## src/rtl/instr_fetch.sv

```systemverilog
// instr_fetch: program-counter owner and memory-read sequencer for the decode stage.
// Reads go to a shared synchronous memory with a fixed latency. Fetched words are
// queued in a small FIFO that decode drains with instr_valid/instr_ready.
// Build option FETCH_PREFETCH_EN: 2-entry buffer, so the next read overlaps decode.
// Without it the buffer has one entry and fetch/decode alternate strictly.
module instr_fetch #(
   parameter int unsigned MEM_LATENCY = 3,
   parameter logic [31:0] RESET_PC    = 32'd0,
   parameter int unsigned ADDR_W      = 16
) (
   input  logic              clk,
   input  logic              reset_n,
   input  logic              start,
   output logic              mem_en,
   output logic              mem_ren,
   output logic [ADDR_W-1:0] mem_addr,
   input  logic [31:0]       mem_dout,
   output logic              instr_valid,
   output logic [31:0]       instr,
   output logic [31:0]       instr_pc,
   input  logic              instr_ready,
   input  logic              redirect,
   input  logic [31:0]       redirect_pc,
   input  logic              halt,
   output logic              busy
);

`ifdef FETCH_PREFETCH_EN
   localparam int unsigned DEPTH = 2;
`else
   localparam int unsigned DEPTH = 1;
`endif

   localparam logic [3:0] LAT = 4'(MEM_LATENCY);

   localparam logic [1:0] S_IDLE   = 2'd0;
   localparam logic [1:0] S_WAIT   = 2'd1;
   localparam logic [1:0] S_STALL  = 2'd2;
   localparam logic [1:0] S_HALTED = 2'd3;

   logic [1:0]  state;
   logic [3:0]  cnt;
   logic [31:0] fetch_pc;
   logic [1:0]  count;
   logic [31:0] buf_data [DEPTH];
   logic [31:0] buf_pc   [DEPTH];

   logic        capture;
   logic        flush;
   logic        do_pop;
   logic        do_push;
   logic [1:0]  wr_idx;
   logic [1:0]  count_after;
   logic [31:0] next_pc;

   assign instr_valid = (count != 2'd0);
   assign instr       = buf_data[0];
   assign instr_pc    = buf_pc[0];
   assign mem_ren     = mem_en;
   assign busy        = (state == S_WAIT) || (state == S_STALL);

   // Per-cycle control: halt/redirect flush the buffer and suppress capture and pop.
   always_comb begin
      capture     = (state == S_WAIT) && (cnt == 4'd1);
      flush       = (halt || redirect) && (state != S_HALTED);
      do_pop      = instr_valid && instr_ready && !flush;
      do_push     = capture && !flush;
      wr_idx      = count - {1'b0, do_pop};
      count_after = wr_idx + {1'b0, do_push};
      next_pc     = fetch_pc + 32'd1;
   end

   // Instruction FIFO as a shift queue: head at index 0, push lands after the survivors.
   always_ff @(posedge clk or negedge reset_n) begin
      if (!reset_n) begin
         count <= '0;
         for (int unsigned i = 0; i < DEPTH; i++) begin
            buf_data[i] <= '0;
            buf_pc[i]   <= '0;
         end
      end else if (flush) begin
         count <= '0;
      end else begin
         count <= count_after;
         if (do_pop) begin
            for (int unsigned i = 0; i + 1 < DEPTH; i++) begin
               buf_data[i] <= buf_data[i+1];
               buf_pc[i]   <= buf_pc[i+1];
            end
         end
         if (do_push) begin
            assert (wr_idx < 2'(DEPTH));
            for (int unsigned i = 0; i < DEPTH; i++) begin
               if (wr_idx == 2'(i)) begin
                  buf_data[i] <= mem_dout;
                  buf_pc[i]   <= fetch_pc;
               end
            end
         end
      end
   end

   // Fetch FSM: PC sequencing, read issue and latency countdown; halt beats redirect beats capture/pop.
   always_ff @(posedge clk or negedge reset_n) begin
      if (!reset_n) begin
         state    <= S_IDLE;
         cnt      <= '0;
         fetch_pc <= RESET_PC;
         mem_en   <= 1'b0;
         mem_addr <= '0;
      end else if (halt && (state != S_HALTED)) begin
         state  <= S_HALTED;
         cnt    <= '0;
         mem_en <= 1'b0;
      end else begin
         case (state)
            S_IDLE: begin
               if (redirect) begin
                  fetch_pc <= redirect_pc;
               end else if (start) begin
                  mem_en   <= 1'b1;
                  mem_addr <= fetch_pc[ADDR_W-1:0];
                  cnt      <= LAT;
                  state    <= S_WAIT;
               end
            end
            S_WAIT, S_STALL: begin
               if (redirect) begin
                  fetch_pc <= redirect_pc;
                  mem_en   <= 1'b1;
                  mem_addr <= redirect_pc[ADDR_W-1:0];
                  cnt      <= LAT;
                  state    <= S_WAIT;
               end else if (state == S_WAIT) begin
                  if (capture) begin
                     fetch_pc <= next_pc;
                     if (count_after < 2'(DEPTH)) begin
                        mem_addr <= next_pc[ADDR_W-1:0];
                        cnt      <= LAT;
                     end else begin
                        mem_en <= 1'b0;
                        cnt    <= '0;
                        state  <= S_STALL;
                     end
                  end else begin
                     cnt <= cnt - 4'd1;
                  end
               end else if (do_pop) begin
                  mem_en   <= 1'b1;
                  mem_addr <= fetch_pc[ADDR_W-1:0];
                  cnt      <= LAT;
                  state    <= S_WAIT;
               end
            end
            default: begin
            end
         endcase
      end
   end

endmodule

```

## config.mk

```make
export PLATFORM = sky130hd
export DESIGN_NAME = instr_fetch
export DESIGN_NICKNAME = d
export VERILOG_FILES = /design/src/rtl/instr_fetch.sv
export SDC_FILE = /design/constraint.sdc
export NUM_CORES = 1
export LEC_CHECK = 0
export ABC_CLOCK_PERIOD_IN_PS = 2700
export CORE_ASPECT_RATIO = 0.6
export CORE_MARGIN = 2
export CORE_UTILIZATION = 58
export DETAILED_ROUTE_END_ITERATION = 8
export DONT_BUFFER_PORTS = 1
export HOLD_SLACK_MARGIN = 0.1
export PLACE_DENSITY_LB_ADDON = 0.12
export SYNTH_ARGS = -nofsm -noshare
export SYNTH_HDL_FRONTEND = slang
export SYNTH_SLANG_ARGS = --single-unit
```

## constraint.sdc

```tcl
create_clock -name clk -period 2.7 [get_ports clk]
set_input_delay 0.675 -clock clk [delete_from_list [all_inputs] [get_ports clk]]
set_output_delay 0.675 -clock clk [all_outputs]
set_load 0.05 [all_outputs]
```

**After elaboration in Yosys (flattened, before gate mapping)**

Index checks and enable logic that the tools add are counted.

- Flip-flop bits (word level): 121
- Bits of input ports: 70
- Output and inout bits: 84
- Word-level logic and storage cells: 93

- $add $sub $neg: 4
- Order comparisons: 1
- Equality and inequality tests: 17
- Mux-type cells: 41
- Bitwise logic cells: 2
- Reduce and logical (&&, ||, !) cells: 20

Operators with widths:

| kind | number |
|---|---|
| $mux 32 | 4 |
| $mux 16 | 7 |
| $pmux 32 s2 | 1 |
| $add 32x1->32 const B | 1 |
| $pmux 16 s2 | 1 |
| $mux 4 | 7 |
| $mux 2 | 10 |
| $ne 5x5->1 const B | 3 |
| $ne 3x3->1 const B | 4 |
| $ne 4x4->1 const B | 3 |
| $mux 1 | 8 |
| $ne 2x2->1 const B | 4 |
| $pmux 4 s2 | 1 |
| $reduce_and 7->1 | 1 |
| $logic_and 1x1->1 | 6 |
| $reduce_and 6->1 | 1 |
| $reduce_and 5->1 | 1 |
| $eq 4x1->1 const B | 1 |
| $logic_not 2->1 | 2 |
| $pmux 2 s2 | 1 |
| $reduce_and 4->1 | 1 |
| $reduce_bool 2->1 | 2 |
| $sub 4x1->4 const B | 1 |
| $reduce_and 3->1 | 1 |
| other kinds (11) | 13 |

**Logic depth before layout (Yosys ltp)**

Gate-level depths: netlist of the first run.

- Word-level depth: 13
- Depth in mapped cells: 12
- Depth with buffers taken out: 11

**Worst setup path after synthesis of the first run**

Ideal clock, no wire load.

- Kind: input -> register
- Start: in halt
- End: reg mem_addr[13]
- Library setup time: 0.121 ns
- Arrival time: 2.584 ns
- Required time: 2.579 ns
- Slack: -0.004 ns
- Stages: 11
- Path buffers: 1
- Path through: o21ba_2 nor2_1 ha_1 inv_1 ha_1 xnor3_1 nor2b_1 o221ai_2 clkbuf_8 nor2_1 a22o_1

- Longest elaborated chain between the ends: 9
- Elaborated cells on any way between the ends: 13
- Classes of those cells: 2 x add/sub; 1 x order compare; 2 x eq/ne; 1 x bitwise; 7 x reduce/logical

RTL lines:

| element | line | RTL |
|---|---|---|
| start, declared | 24 | `input logic halt,` |
| $logic_or 1x1->1 | 65 | `flush = (halt \|\| redirect) && (state != S_HALTED);` |
| $logic_and 1x1->1 | 65 |  |
| $logic_not 1->1 | 66, 67 |  |
| $logic_and 1x1->1 | 66 | `do_pop = instr_valid && instr_ready && !flush;` |
| $sub 2x1->2 | 68 | `wr_idx = count - {1'b0, do_pop};` |
| $add 2x1->2 | 69 | `count_after = wr_idx + {1'b0, do_push};` |
| $lt 2x1->1 | 137 | `if (count_after < 2'(DEPTH)) begin` |
| $ne 4x4->1 (no line) | - |  |
| $reduce_and 7->1 (no line) (*) | - |  |
| end signal, assigned | 131 | `mem_addr <= redirect_pc[ADDR_W-1:0];` |
| end signal, assigned | 138 | `mem_addr <= next_pc[ADDR_W-1:0];` |
| end signal, assigned | 150 | `mem_addr <= fetch_pc[ADDR_W-1:0];` |
| end, declared | 16 | `output logic [ADDR_W-1:0] mem_addr,` |

Every way passes the cells marked *; elsewhere a longest branch is shown, timed or not.
A chain may end at the register's enable or synchronous reset.

**Worst setup path in the final report of the first run**

- Start: reg state[1]
- End: reg mem_addr[14]

- Longest elaborated chain between the ends: 9
- Elaborated cells on any way between the ends: 25
- Classes of those cells: 2 x add/sub; 1 x order compare; 8 x eq/ne; 3 x mux; 1 x bitwise; 10 x reduce/logical

RTL lines:

| element | line | RTL |
|---|---|---|
| start, declared | 41 | `logic [1:0] state;` |
| start signal, assigned | 106 | `state <= S_IDLE;` |
| start signal, assigned | 112 | `state <= S_HALTED;` |
| start signal, assigned | 124 | `state <= S_WAIT;` |
| $ne 2x2->1 | 65, 111 |  |
| $logic_and 1x1->1 | 65 |  |
| $logic_not 1->1 | 66, 67 |  |
| $logic_and 1x1->1 | 66 |  |
| $sub 2x1->2 | 68 |  |
| $add 2x1->2 | 69 |  |
| $lt 2x1->1 | 137 |  |
| $ne 4x4->1 (no line) | - |  |
| $reduce_and 7->1 (no line) | - |  |

Parallel ways exist; a longest one is shown, timed or not.

==> results of run 1 <==
[Yosys cell counts, types with 7 or more instances]
library cell  count
a211oi_1          7
a21oi_1          41
a221oi_1          7
a22oi_1           7
a31oi_1           7
buf_2            12
clkbuf_1         18
dfrtp_1         121
ha_1              9
inv_1            14
mux2_2           61
nand2_1          49
nand2b_1          7
nand3_1          14
nor2_1           51
nor2b_1           8
nor3_1           11
o21ai_0          33
o22a_1           12
o22ai_1           7
o31ai_1           9
[per-layer routing]
metal  track usage  vias to the layer above  part of all wire
met5             0                        -                 0
met3        0.0993                       22              0.12
li1              -                     2262                 -
met4        0.0816                        0             0.012
met2         0.409                      288              0.43
met1         0.413                     2390              0.43
[kinds of logic after synthesis]
logic type,share of synthesized area
mux,0.112
fa+ha+maj,0.0179
xor+xnor,0.00496
simple gates,0.143
buf+inv,0.0556
flops,0.480
compound gates,0.186
[sequential cells by signal, summed over array words and instances, names as in the netlist]
name,count
state,2
mem_addr,16
count,2
mem_en,1
cnt,4
instr,32
instr_pc,32
fetch_pc,32
[worst max-delay path: cells and delay by family, from the launching register on]
| family | cells | cell delay, ns |
|---|---|---|
| xor gates and xnor gates | 1 | 0.22 |
| AOI/OAI and AO/OA | 4 | 0.68 |
| buffers and inverters | 3 | 0.33 |
| DFF | 1 | 0.41 |
| adders and majority gates | 3 | 0.63 |
| and+or+nand+nor | 2 | 0.22 |
[cells in the final DEF (no fill, tap or decap), types with 9 or more instances in the layout]
cell type and count:
dfrtp_1 121, mux2_2 61, nor2_1 50, nand2_1 49, a21oi_1 41, o21ai_0 32, buf_4 32, clkbuf_16 19
inv_1 13, nand3_1 13, o22a_1 12, nor3_1 11, o31ai_1 9
[how the worst min path moves through the flow]
stage,from,end
after floorplan,reset_n,cnt[0]$_DFFE_PN0P_
after global placement,reset_n,instr_pc[11]$_DFFE_PN0P_
after detailed placement,reset_n,instr_pc[11]$_DFFE_PN0P_
after CTS,reset_n,instr_pc[11]$_DFFE_PN0P_
after global routing,reset_n,fetch_pc[12]$_DFFE_PN0P_
final,reset_n,fetch_pc[12]$_DFFE_PN0P_
[final cells by class]
type | instances | share of cell area
repair buffers | 38 | 0.0487
well taps | 139 | 0.0240
inverters | 15 | 0.00778
clock inverters | 14 | 0.0202
flip-flops and latches | 121 | 0.418
clock buffers | 18 | 0.0607
multi-input cells | 425 | 0.420
[what timing repair did]
action | CTS | global route
buffers inserted | 2 | 5
hold endpoints to repair | 121 | 121
endpoints found under the setup margin | 3 | 18
resized for setup | 2 | 16
pin swaps | 0 | 5
cloned | 1 | 1
[per-stage QoR]
| stage | hold WS [ns] | setup TNS (ns) |
|---|---|---|
| 4_1_cts | -0.0535 | 0 |
| 3_3_place_gp | 0.382 | 0 |
| 5_1_grt | -0.0655 | -0.0111 |
| 6_report | -0.0440 | 0 |
| 2_1_floorplan | 0.379 | 0 |
| 3_5_place_dp | 0.382 | -0.135 |
==> results.txt, run 1 <==
----------------------------------------------------
[Timing]
  Slew headroom ... 0.522
  Setup violators final ... 0
  F_max ... around 0.38 GHz
  Time the worst path needs with I/O delays and setup ... 2.63 ns
  Final Hold Violating Endpoints ... approximately 120
  Fin worst setup slack ... 0.0708 ns
  Final period util ... 0.974
  Worst hold margin ... -0.0440 ns
  Max-slew violation total from the final report ... 0
  Slew at the pin with the worst max-slew slack ... 0.714 ns
  Max Clock Skew ... 0.00781 ns

[Worst setup path]
  Worst reg2reg path depth ... 13
  Critical path peak fanout ... 7
  Worst R2R Start ... state[1]$_DFFE_PN0P_
  Launching instance or port of the critical path ... state[1]$_DFFE_PN0P_
  Series of cell instances along the critical path ... ha_2 > o21ba_4 > nor2_4 > ha_4 > inv_2 > ha_4 > xnor3_1 > nor2b_4 > o221ai_4 > buf_6 > buf_12 > a221oi_2 > a32oi_1
  Slowest stage delay, CP ... about 0.4 ns
  Most frequent cell on the critical path ... ha_4
  Data required time at the worst endpoint ... roughly 3.0 ns
  Startpoint type of the worst setup path ... flop
  Critical path arrival ... approximately 2.9 ns
  Worst setup path endpoint ... mem_addr[14]$_DFFE_PN0P_
  Critical path's slowest cell ... dfrtp_1
  Flop2flop setup slack ... roughly 0.07 ns
  Sort of element at the end of the critical path ... flop
  Critical path class ... reg2reg
  Reg-to-Reg End ... mem_addr[14]$_DFFE_PN0P_

[Logic synthesis]
  Syn Nets ... 686
  Share of synthesized area occupied by flip-flops and latches ... 0.480
  Proportion of netlist area held by the largest area contributor ... 0.480
  Syn avg cell area ... slightly above 10 µm²
  Count of flip-flops with a built-in enable after synthesis ... 0
  Ys async rst share ... 1.00
  Post-synth top area cell ... dfrtp_1
  Cells after Synth ... 607
  Distinct cells, synth ... around 70
  Primary flip-flop cell chosen by synthesis mapping ... dfrtp_1
  Ranking of synthesized cells by area ... dfrtp_1 (48%), mux2_2 (11%), a21oi_1 (3.3%)
  Synthesized flop and latch total ... 121
  Synth Cell Area ... approximately 6300 µm²
  Number of warnings printed during yosys synthesis ... 0

[Global route]
  Residual overflow from global routing ... 0
  Pin count of the biggest net entering global routing ... 122
  First-pass GRT wire length ... around 26000 µm
  Overall Global Routing Usage ... 0.285
  Number of antenna violations at the first check in global routing ... 0
  Vias in the first global route ... 4797

[Floorplan]
  I/O Pins ... 154
  Placement row count ... 29
  Width of the die ... 139 µm
  Core Region ... 10600 µm²
  Height of the die ... around 85 µm
  Effective utilization at floorplan ... 0.597
  DIE AREA ... 11700 µm²

[Layout]
  Number of inserted diodes ... 0
  Core Util, Final ... 0.686
  Multi-input gate area ... 3040 µm²
  Number of filler instances in the final layout ... 790
  Share of post-route cells with drive strength above 1 ... 0.250
  Non-filler cells in the finished layout ... 770
  Layout Cell Area excl Fill ... 7240 µm²
  Sequential standard cell area ... 3030 µm²
  Final net count ... 697
  Area growth from synthesis to layout ... 14.9%

[Status]
  Status ... complete, but fails checks
  Failing checks ... negative hold slack

[Routing]
  Detailed router's first-iteration violation count ... 476
  Detailed-route wire length ... 16400 µm
  Vias per cell ... 6.44
  Initial DRT Pass Iterations ... 6
  Vias after detailed routing ... 4962
  Residual DRC count ... 0
  Routed len/inst ... 21.3 µm
  Final ANT Viol Nets ... 0

[Placed design]
  Total of buffers placed on input and output ports ... 0
  DP HPWL ... 11300 µm
  Cell count after placement ... around 730
  Global placement routability congestion ... 0.874
  Cell area after placement ... 6460 µm²
  Post-placement setup slack ... -0.0785 ns

[Clocking]
  Num CTS Buffers ... 17
  Clock sinks ... 121
  CTS Buffer Depth ... 2
  Clock latency at the later pin of the worst-skew pair ... 0.41 ns
  TritonCTS clock tree ... built
  Clock H-tree levels ... 4
  Clock-pin slew on the worst setup and hold paths ... 0.06 ns
  Root Buffer ... clkbuf_16

[Job]
  Count of maximum capacitance violations ... 0

[Worst hold path]
  Path class of the lowest-slack min-delay path ... in2async

----------------------------------------------------
Power of run 1 is not shown: default switching activity piles up to over one toggle a cycle in this logic, so the estimate is an artifact.
==> run 2, diff against run 1 <==
CTS_CLUSTER_DIAMETER = 30   (was unset)
==> results of run 2 <==
No change in the layout: final DEF, timing and power equal those of run 1.
Power of run 2 is left out for the same reason.
==> edit 1, RTL diff (flow settings as in run 2) <==
`ADDR_W`: 16 -> 17.
--- a/src/rtl/instr_fetch.sv
+++ b/src/rtl/instr_fetch.sv
@@ -6,7 +6,7 @@
 module instr_fetch #(
    parameter int unsigned MEM_LATENCY = 3,
    parameter logic [31:0] RESET_PC    = 32'd0,
-   parameter int unsigned ADDR_W      = 16
+   parameter int unsigned ADDR_W      = 17
 ) (
    input  logic              clk,
    input  logic              reset_n,
Interface: changed (resized mem_addr); port bits go from 154 to 155. The function was not compared with the original's and may differ.
==> edit 1 against run 2 <==
  * The flow still finishes with violations (hold timing)
  * Worst setup slack better by 41 ps
  * Hold slack worse by 8.7 ps
  * Sequential cell count rose by 1
  * Fmax is 1.6% higher
  * Wire length is 5.8% higher
  * Area after synthesis hardly changed
  * Global-route usage grew 0.96 points
  * Final area grew 2.7%
  * Clock skew increased by 2.1 ps
==> edit 1: results (changes against run 2) <==
[synth] net count of the mapped netlist 699 [+1.9%]
[synth] adder and majority gate portion of the synthesized area 1.788% [about the same]
[timing] Post-Route Skew 9.939 ps [+2.132 ps]
[placement] Post-Place Cells 752 [+3.2%]
[setup_path] CP top delay family adder cells
[grt] global routing usage summed across all routing layers 29.48% [+0.96 points]
[layout] total of fill cells in the finished design 758 [-4.1%]
[grt] number of global-route vias before repair 5,012 [+4.5%]
[layout] NumNets Final 718 [+3.0%]
[clock_network] Worst-Skew Late Latency 420 ps
[run_status] failing checks hold timing
[grt] global-route wire length before repair 26.87 mm [+3.2%]
[setup_path] Reg2Reg Capture Point mem_addr[4]
[synth] leading cell types by count after synthesis 122 x dfrtp_1, 60 x mux2_2, 58 x nand2_1
[layout] fraction of layout instances using a drive strength above 1 24.39% [-0.65 points]
[clock_network] clock tree buffer depth 2 [unchanged]
[synth] gate count after technology mapping 620 [+2.1%]
[placement] detailed placement HPWL 12.03 mm [+6.8%]
[timing] worst hold slack -52.69 ps [-8.701 ps]
[placement] Placer Congestion 0.9423 [+7.8%]
[synth] number of warning messages in the yosys log 0 [unchanged]
[min_path] Min-Delay Path Class input port to asynchronous set/reset pin
[synth] parity-gate share of the synthesized area counting xor and xnor cells 0.9140% [+0.42 points]
[synth] complex-gate fraction of the synthesized area 18.68% [+0.094 points]
[placement] worst setup timing slack at the placement stage -40.70 ps [+37.82 ps]
[layout] number of diodes added for antenna fixing 0 [unchanged]
[timing] worst slew slack as a fraction of its limit 22.12% [-30 points]
[placement] PortBufs 0 [unchanged]
[clock_network] Root Driver clkbuf_16
[setup_path] Critical Path AT 2900 ps [about the same]
[drt] count of routing violations after the opening detailed-route iteration 607 [+28%]
[timing] final hold viol count 122 [+0.83%]
[setup_path] setup slack, reg-to-reg 110 ps [+40 ps]
[setup_path] R2R depth 13 [unchanged]
[grt] largest net degree at the start of global routing 123 [+0.82%]
[setup_path] highest fanout seen on the critical path 11 [+4]
[run_status] result of the run finished, violations left
[drt] total wire length 17.32 mm [+5.8%]
[synth] Post-synth ARST share 100.0% [unchanged]
[synth] main area contributors after synthesis dfrtp_1 48%, mux2_2 11%, o21ai_0 3.7%, nand2_1 3.5%, a21oi_1 2.8%
[synth] proportion of synthesized chip area in sequential cells 48.48% [+0.44 points]
[drt] vias per cell 6.647 [+3.2%]
[placement] cell area after placement 0.006631 sq mm [+2.7%]
[drt] number of detailed-route iterations in the first pass 5 [-1]
[synth] multiplexer share of the synthesized area 11.05% [-0.17 points]
[synth] count of cell types in the netlist 67 [-2.9%]
[drt] average wire per cell in the routed design 21.90 microns [+3.0%]
==> edit 1: cell count changes in the layout (fill, tap and decap cells not counted), moves of 5 or more <==
cell	before	now
o22ai_1	7	15
a21oi_1	41	35
nand3_1	13	22
nor2_1	50	34
a221oi_2	5	0
o21ai_0	32	45
a22oi_1	7	13
nand2_1	49	58
o31ai_1	9	4
o22a_1	12	5
==> edit 1: how the worst max path moves through the flow <==
| stage | from | end | slack (ps) |
|---|---|---|---|
| after global routing | state[1] | mem_addr[4] | 20 |
| final | state[1] | mem_addr[4] | 110 |
| after CTS | state[1] | mem_addr[4] | -10 |
| after detailed placement | halt | mem_addr[6] | -40 |
| after global placement | halt | mem_addr[6] | 40 |
| after floorplan | halt | mem_addr[4] | 0.3 |
==> edit 1: cell type report <==
cell class / instances / area, sq um / area share, %
inverter: 16 / 60.06 / 0.8078
clock inverter: 12 / 140.1 / 1.885
sequential: 122 / 3053 / 41.06
tap: 139 / 173.9 / 2.339
multi-input combinational: 438 / 3127 / 42.06
timing repair buffer: 44 / 414.1 / 5.571
clock buffer: 20 / 466.7 / 6.277
==> edit 1: repair_timing <==
item	CTS	global route
gates cloned	0	2
resized for setup	5	14
endpoints found under the setup margin	7	20
pin swaps	0	5
setup buffers	0	5
endpoints found under the hold margin	122	122
==> edit 1: report_power, final <==
| part | total, mW | switching (mW) | internal [mW] | leakage [nW] |
|---|---|---|---|---|
| sequential | 5.62 | 2.95 | 2.67 | 1.47 |
| clock | 2.31 | 0.865 | 1.44 | 0.289 |
| combinational | 3.90 | 2.14 | 1.75 | 1.42 |
| total | 11.8 | 5.96 | 5.87 | 3.18 |
==> edit 1: cells by family (layout without fill, tap and decap cells) <==
kind of cell	Yosys count	in the layout
AO/OA/AOI/OAI	178	178
flip-flops	122	122
AND/OR/NAND/NOR	184	184
adder cells (fa/ha/maj)	9	9
XOR/XNOR	5	5
multiplexers	62	62
buffers and inverters	60	92
==> edit 1: routing by layer <==
metal / vias up / global-route usage [%] / wire length (microns)
li1: 2345 / - / -
met1: 2619 / 41.81 / 7564
met2: 273 / 42.30 / 7636
met3: 21 / 11.52 / 1932
met4: 0 / 8.442 / 189
met5: - / 0 / 0
==> edit 2, RTL diff (config.mk and constraints of run 2) <==
Without the edit above. Reset style: synchronous (`reset_n`), changed in 2 clocked blocks.
--- a/src/rtl/instr_fetch.sv
+++ b/src/rtl/instr_fetch.sv
@@ -71,7 +71,7 @@
    end
 
    // Instruction FIFO as a shift queue: head at index 0, push lands after the survivors.
-   always_ff @(posedge clk or negedge reset_n) begin
+   always_ff @(posedge clk) begin
       if (!reset_n) begin
          count <= '0;
          for (int unsigned i = 0; i < DEPTH; i++) begin
@@ -101,7 +101,7 @@
    end
 
    // Fetch FSM: PC sequencing, read issue and latency countdown; halt beats redirect beats capture/pop.
-   always_ff @(posedge clk or negedge reset_n) begin
+   always_ff @(posedge clk) begin
       if (!reset_n) begin
          state    <= S_IDLE;
          cnt      <= '0;
Behaviour: differs if reset_n is asserted again (counterexample within 4 cycles, from zero or initial values and one cycle with reset_n low); with reset_n held inactive, the same outputs for 4 cycles.
==> edit 2 against run 2 <==
  * Area after synthesis grew 1.3%
  * Hold slack better by 430 ps
  * Worst setup slack better by 5.5 ps
  * Count of clock-buffer cells in the layout is 1 higher
  * Final area up 0.69%
  * Sequential cell count did not move
  * Cell count up 5.2%
  * Wire length grew 8.6%
  * Largest cell class unchanged
==> edit 2: results (changes against run 2) <==
[run_status] result of the run completed
[synth] main area contributors after synthesis edfxtp_1 30%, dfxtp_1 18%, and2_1 6.6%, nand2_1 3.9%, o21ai_0 2.5%
[placement] Placer Congestion 0.9146 [+4.7%]
[clock_network] post-CTS repair timing setup buffer count 0 [-2]
[grt] largest net degree at the start of global routing 61 [-50%]
[synth] leading cell types by count after synthesis 67 x and2_1, 67 x nand2_1, 64 x edfxtp_1
[min_path] Min-Delay Path Class input port to register
[grt] GRT met1 Usage 40.76% [-0.55 points]
[synth] complex-gate fraction of the synthesized area 18.77% [+0.19 points]
[drt] total length of routed met3 wires 1.914 mm [-2.5%]
[placement] worst setup timing slack at the placement stage 22.16 ps [+100.7 ps]
[drt] DRT met1 WL 7.595 mm [+6.8%]
[synth] Post-synth ARST share 0% [-100 points]
[timing] Post-Route Skew 8.467 ps [+0.6598 ps]
[grt] global-route wire length before repair 27.67 mm [+6.3%]
[drt] count of routing violations after the opening detailed-route iteration 574 [+21%]
[synth] parity-gate share of the synthesized area counting xor and xnor cells 0.4898% [-0.0065 points]
[layout] NumNets Final 738 [+5.9%]
[layout] fraction of layout instances using a drive strength above 1 12.52% [-13 points]
[grt] global routing usage on met3 10.16% [+0.23 points]
[timing] worst hold slack 388.7 ps [+432.7 ps]
[setup_path] worst reg2reg startpoint state[0]
[synth] proportion of synthesized chip area in sequential cells 47.96% [-0.082 points]
[layout] count of non-filler cells in the finished layout 810 [+5.2%]
[setup_path] termination of the worst setup path state[1]
[drt] highest routing layer actually used met4
[drt] metal2 WL 7.950 mm [+12%]
[synth] multiplexer share of the synthesized area 1.587% [-9.6 points]
[placement] cell area after placement 0.006644 sq mm [+2.8%]
[timing] Worst Slack Setup Final 76.27 ps [+5.477 ps]
[timing] worst slew slack as a fraction of its limit 41.52% [-11 points]
[synth] adder and majority gate portion of the synthesized area 1.959% [+0.17 points]
[drt] number of detailed-route iterations in the first pass 5 [-1]
[grt] met2 usage 44.96% [+4.1 points]
[grt] global routing usage summed across all routing layers 29.87% [+1.3 points]
[setup_path] highest fanout seen on the critical path 5 [-2]
[synth] gate count after technology mapping 659 [+8.6%]
[synth] Post-synth EDFFs 64 [+64]
[setup_path] R2R depth 11 [-2]
[grt] number of global-route vias before repair 5,069 [+5.7%]
==> edit 2: where the power goes <==
part | internal, mW | switching (mW) | total [mW] | leakage (nW)
combinational | 0.322 | 0.554 | 0.876 | 1.28
clock | 1.63 | 0.828 | 2.46 | 0.306
sequential | 2.07 | 0.333 | 2.40 | 1.13
==> edit 2: cell type report <==
class                           instances  area (sq um)
Fill cell                             809          3343
Clock buffer                           19         432.9
Multi-Input combinational cell        476          3082
Tap cell                              139         173.9
Timing Repair Buffer                   30         287.8
Clock inverter                         13         201.4
Sequential cell                       121          3065
Inverter                               12         45.04
==> edit 2: worst max-delay path, stage by stage, from the launching register on <==
cell	delay, ps
dfxtp_2	340
ha_2	210
o21ba_2	290
nor2_1	70
ha_1	300
inv_1	60
ha_1	160
xnor3_1	250
nor2b_2	200
a211oi_2	300
mux2i_1	240
a21oi_1	90
